--- config.mk ---
export PLATFORM = sky130hd
export DESIGN_NAME = cnt_seq_ctrl
export DESIGN_NICKNAME = d
export VERILOG_FILES = /design/src/rtl/cnt_seq_pkg.sv /design/src/rtl/cnt_seq_ctrl.sv
export SDC_FILE = /design/constraint.sdc
export NUM_CORES = 1
export LEC_CHECK = 0
export ABC_CLOCK_PERIOD_IN_PS = 2000
export BUFFER_PORTS_ARGS = -buffer_cell sky130_fd_sc_hd__buf_2
export CORE_ASPECT_RATIO = 1.1
export CORE_MARGIN = 3
export CORE_UTILIZATION = 40
export DETAILED_ROUTE_END_ITERATION = 8
export PLACE_DENSITY_LB_ADDON = 0.08
export SLEW_MARGIN = 20
export SYNTH_ARGS = -nofsm -noshare
export SYNTH_HDL_FRONTEND = slang
export SYNTH_SLANG_ARGS = --single-unit
export TNS_END_PERCENT = 5
--- constraint.sdc ---
create_clock -name CK -period 2 [get_ports CK]
set_input_delay 0.4 -clock CK [delete_from_list [all_inputs] [get_ports CK]]
set_output_delay 0.4 -clock CK [all_outputs]
set_load 0.02 [all_outputs]
--- src/rtl/cnt_seq_pkg.sv ---
// Shared encodings for the counter sequencer: FSM states and MODE values.
package cnt_seq_pkg;

    typedef enum logic [1:0] {
        StIdle = 2'd0,
        StLoad = 2'd1,
        StRun  = 2'd2,
        StDone = 2'd3
    } cnt_state_e;

    localparam logic MODE_ONESHOT  = 1'b0;
    localparam logic MODE_PERIODIC = 1'b1;

endpackage

--- src/rtl/cnt_seq_ctrl.sv ---
// Control FSM for an external loadable up-counter datapath: load, count,
// terminal-count detection, one-shot/periodic sequencing.
module cnt_seq_ctrl
    import cnt_seq_pkg::*;
#(
    parameter int unsigned WIDTH = 8,
    parameter string       GSR   = "ENABLED"
) (
    input  logic             CK,
    input  logic             CDN,
    input  logic             START,
    input  logic             STOP,
    input  logic             MODE,
    input  logic             HOLD,
    input  logic [WIDTH-1:0] RELOAD,
    input  logic             CNT_CO,
    output logic [WIDTH-1:0] CNT_D,
    output logic             CNT_SD,
    output logic             CNT_SP,
    output logic             CNT_CI,
    output logic             BUSY,
    output logic             TC,
    output logic             DONE
);

    logic             w_rst_n;
    cnt_state_e       r_state;
    cnt_state_e       w_next_state;
    logic [WIDTH-1:0] r_reload;
    logic             r_mode;
    logic             r_tc;
    logic             r_live;
    logic             w_term;
    logic             w_start;

    // The device-wide set/reset is mapped by the tool onto the CDN flop pins,
    // so in RTL both configurations share the single reset net.
    if (GSR == "ENABLED") begin : g_gsr_on
        assign w_rst_n = CDN;
    end else begin : g_gsr_off
        assign w_rst_n = CDN;
    end

    always_comb begin
        w_term       = (r_state == StRun) && !HOLD && CNT_CO;
        // r_live blocks START on the first edge after reset release.
        w_start      = START && r_live && (r_state != StLoad);
        w_next_state = r_state;
        CNT_SP       = 1'b0;
        CNT_SD       = 1'b0;
        CNT_CI       = 1'b0;
        unique case (r_state)
            StIdle: ;
            StLoad: begin
                CNT_SP       = 1'b1;
                CNT_SD       = 1'b1;
                w_next_state = StRun;
            end
            StRun: begin
                CNT_SP = !HOLD;
                CNT_CI = !HOLD;
                CNT_SD = w_term && (r_mode == MODE_PERIODIC);
                if (w_term && (r_mode == MODE_ONESHOT)) begin
                    w_next_state = StDone;
                end
            end
            StDone: ;
            default: w_next_state = StIdle;
        endcase
        if (w_start) begin
            w_next_state = StLoad;
        end
        if (STOP) begin
            w_next_state = StIdle;
        end
    end

    always_ff @(posedge CK or negedge w_rst_n) begin
        if (!w_rst_n) begin
            r_state  <= StIdle;
            r_reload <= '0;
            r_mode   <= MODE_ONESHOT;
            r_tc     <= 1'b0;
            r_live   <= 1'b0;
        end else begin
            r_state <= w_next_state;
            r_tc    <= w_term;
            r_live  <= 1'b1;
            if (w_start && !STOP) begin
                r_reload <= RELOAD;
                r_mode   <= MODE;
            end
        end
    end

    assign CNT_D = r_reload;
    assign TC    = r_tc;
    assign BUSY  = (r_state == StLoad) || (r_state == StRun);
    assign DONE  = (r_state == StDone);

endmodule

**Yosys cells after proc, flatten, opt, wreduce, memory -nomap -nowiden**

Index checks and enable logic that the tools add are counted.

- Flip-flop bits (word level): 13
- Output and inout port bits: 14
- Input bits: 15

- Muxes and demuxes: 7
- Equal/unequal tests: 5
- Bitwise logic cells: 1
- Reduce and logical (&&, ||, !) cells: 12

Operators with widths:

| kind | number |
|---|---|
| $logic_and 1x1->1 | 7 |
| $mux 2 | 3 |
| $eq 2x2->1 const B | 2 |
| $ne 4x3->1 const B | 1 |
| $pmux 1 s2 | 2 |
| $pmux 2 s2 | 1 |
| $reduce_bool 4->1 | 1 |
| $eq 2x1->1 const B | 1 |
| $logic_not 1->1 | 2 |
| $ne 2x1->1 const B | 1 |
| $reduce_and 2->1 | 1 |
| $logic_or 1x1->1 | 1 |
| $mux 1 | 1 |
| $not 1->1 | 1 |

**Logic depth before layout (Yosys ltp)**

- Word-level depth: 8
- Mapped depth: 5
- Gate-level depth less buffers: 5

**Worst setup path before layout**

Ideal clock, no wire load.

- Path kind: reg2out
- Start: reg r_state[0]
- End: out CNT_SD
- Stages on the path, launching flop included: 6
- Data required time: 1.600 ns
- Arrival time: 1.497 ns
- Setup slack: 0.103 ns
- Buffers on the path: 0
- Path through: dfrtp_1 -> inv_1 -> ha_1 -> nor2b_1 -> a31oi_1 -> nor2_1

- Longest elaborated chain between the ends: 5
- Elaborated cells on any way between the ends: 6
- Those cells by class: eq/ne (2); mux (1); reduce/logical (3)

Ends and longest elaborated chain:

| element | line | RTL |
|---|---|---|
| from (decl) | cnt_seq_ctrl.sv:27 | `cnt_state_e r_state;` |
| from (signal assigned) | cnt_seq_ctrl.sv:80 | `r_state <= StIdle;` |
| from (signal assigned) | cnt_seq_ctrl.sv:86 | `r_state <= w_next_state;` |
| $eq 2x2->1 | cnt_seq_ctrl.sv:45, cnt_seq_ctrl.sv:52 |  |
| $logic_and 1x1->1 (2 in series) | cnt_seq_ctrl.sv:45 | `w_term = (r_state == StRun) && !HOLD && CNT_CO;` |
| $logic_and 1x1->1 | cnt_seq_ctrl.sv:62 | `CNT_SD = w_term && (r_mode == MODE_PERIODIC);` |
| $pmux 1 s2 (*) | cnt_seq_ctrl.sv:52 | `unique case (r_state)` |
| to (decl) | cnt_seq_ctrl.sv:18 | `output logic CNT_SD,` |

Every way passes the cells marked *; elsewhere a longest branch is shown, timed or not.

**Worst setup path after layout**

Ends and elaborated chain as after synthesis.

==> impl_metrics.json <==
{
  "routed_wl_um": 1040,
  "yosys-top-cells-area": "dfrtp_1 54%, mux2_2 13%, ha_1 6.3%",
  "numCtsBuffers": 3,
  "first_pass_iters": 4,
  "yosysTopAreaCell": "dfrtp_1",
  "crit_fanout": 5,
  "coreArea_sq_um": 1380,
  "end_kind": "output pin",
  "arrival_ns": 1.50,
  "rsz0062_at_grt": "no",
  "fin_tns_setup_ns": 0,
  "die_y_um": 46.6,
  "p_total_mw": 0.706,
  "globalRouteOverflowTotal": 0,
  "vias": 433,
  "pwr-share-clk_pct": 22.2,
  "grt_pass1_vias": 381,
  "pwr-share-seq_pct": 47.4,
  "synth_cells": 44,
  "grt_max_degree": 14,
  "grt_pass1_wl_um": 1590,
  "irDropWorstVdd_v": 0.000508,
  "nFillCells": 140,
  "status": "finished clean",
  "startpoint_type": "flop",
  "drcViolationCount": 0,
  "clk_pin_slew_ns": 0.07,
  "clock_skew_ns": 0.00632,
  "stdcell_count": 93,
  "num_antenna_cells": 0,
  "io-pin-count": 29,
  "clockBufferDepth": 2,
  "p_sw_mw": 0.226,
  "synth_top_area_share_pct": 54.3,
  "place_ws_ns": 0.336,
  "initial_core_util_pct": 43.3,
  "clk_latency_ns": 0.27,
  "drv_cap": 0,
  "hold_viol_final": 0,
  "yosysUniqueCellTypes": 17,
  "viasPerCell": 4.66,
  "drive_gt1_share_pct": 54.5,
  "htree_levels": 1,
  "place_congestion": 0.680,
  "dieArea_sq_um": 2000,
  "nets": 96,
  "clockRootBuffer": "clkbuf_4",
  "hold_class": "in -> reg",
  "p_leak_nw": 0.440,
  "crit_type": "reg -> out",
  "p_comb_share_pct": 30.5,
  "synth_area_sq_um": 599,
  "ant_nets": 0,
  "place_inst": 88,
  "power.share.switching_pct": 32.0,
  "internal_power_mw": 0.480,
  "syn_avg_cell_area_sq_um": 13.6,
  "antenna_found_initial": 0,
  "drt-initial-drc-count": 6,
  "area_growth_pct": 33.2,
  "layout_setup_ws_ns": 0.0960,
  "fin_util_pct": 57.7,
  "slew_viol_final": 0,
  "worstPathRequired_ns": 1.60,
  "max_freq_mhz": 525,
  "hpwl_um": 831,
  "synth_nets": 62,
  "power_density_nw_per_um2": 885,
  "fin_crit_sh_pct": 95.2,
  "fin_crit_ns": 1.90,
  "cts.sinks": 13,
  "ys.warnings.count": 0,
  "grt_util_all_layers_pct": 11.1,
  "rows": 14,
  "wl_per_cell_um": 11.2,
  "synth-seq-cells": 13,
  "cts_setup_buffers": 0,
  "finalSetupViolCount": 0,
  "die-width_um": 42.9,
  "io_buffers": 28,
  "ys_seq_area_share_pct": 54.3,
  "cts_tree": "built"
}
repair_timing:
| item | 4_1_cts | 5_1_grt |
|---|---|---|
| gates resized for setup | 0 | 1 |
| hold buffers | 0 | 1 |
| hold endpoints to repair | 0 | 2 |
| endpoints found under the setup margin | 0 | 2 |
worst paths after layout:
kind,start,end,slack (ns),cells after the start
worst max-delay path,r_state[0],CNT_SD,0.1,6
worst max register to register,r_state[1],CNT_D[6],0.47,5
worst min-delay path,RELOAD[3],CNT_D[3],0.35,2
max in group asynchronous,CDN,CNT_D[6],1.24,2
min in group asynchronous,CDN,r_state[1],0.53,2
worst min register to register,CNT_D[3],CNT_D[3],0.48,1
final cells by class:
type                            count  area, sq um  share of cell area, %
Multi-Input combinational cell     27          262                   32.8
Tap cell                           16         20.0                   2.51
Sequential cell                    13          325                   40.8
Clock buffer                        4         26.3                   3.29
Inverter                            4         15.0                   1.88
Timing Repair Buffer               29          150                   18.8
critical path, stage by stage (launching register included):
cell	delay, ns
dfrtp_1	0.41
inv_1	0.06
ha_1	0.22
nor2b_2	0.18
a31oi_1	0.17
nor2_1	0.05
buf_2	0.16
cell usage in the layout (no fill, tap or decap):
cell type and n:
nor2b_2 1, buf_2 28, clkbuf_1 1, o21ai_0 1, and2_1 1, o311a_1 1, inv_1 4, mux2_1 2
mux2_2 7, nor4b_2 1, nand3b_4 1, clkbuf_4 3, a21o_1 1, conb_1 1, a31oi_1 1, nor2_8 1
a21oi_1 1, nor2_1 4, ha_1 3, dfrtp_1 13, dlygate4sd3_1 1
stage by stage:
step / hold slack [ns] / cell area, sq um
after floorplan: 0.104 / 599
after global placement: 0.306 / 759
after detailed placement: 0.305 / 759
after CTS: 0.00847 / 786
after global routing: 0.347 / 798
final: 0.350 / 798
cells in the mapped netlist:
master,instances
nor4b_2,1
ha_1,3
inv_1,4
o21ai_0,1
a21oi_1,1
a31oi_1,1
mux2_1,2
a21o_1,1
nand3b_4,1
nor2b_1,1
nor2_1,4
mux2_2,7
dfrtp_1,13
nor2_8,1
and2_1,1
o311a_1,1
conb_1,1
registers in the layout (all words and copies together), names as in the netlist:
signal and cells:
CNT_D 8, TC 1, r_live 1, r_mode 1, r_state 2
layer usage:
layer	wire, um	up-vias	global-route usage [%]
li1	-	215	-
met1	464	199	14.0
met2	470	19	16.5
met3	103	0	4.30
met4	0	0	5.59
met5	0	-	0
cells by family (layout without fill, tap and decap cells):
logic type | count (synthesis) | count (layout) | share of synthesized area, %
AOI/OAI and AO/OA | 5 | 5 | 5.64
and+or+nand+nor | 9 | 9 | 13.8
buffers and inverters | 4 | 37 | 2.50
other | 1 | 1 | 0.626
adders and majority gates | 3 | 3 | 6.26
muxes | 9 | 9 | 16.9
DFF | 13 | 13 | 54.3
power by group through the flow:
stage	Combinational [mW]	Sequential (mW)	Clock (mW)
finish	0.215	0.335	0.156
global route	0.235	0.342	0.176
global placement	0.213	0.340	0
detailed placement	0.216	0.341	0
floorplan	0.0892	0.387	0
CTS	0.217	0.336	0.166
(Power assumes the default switching activity.)
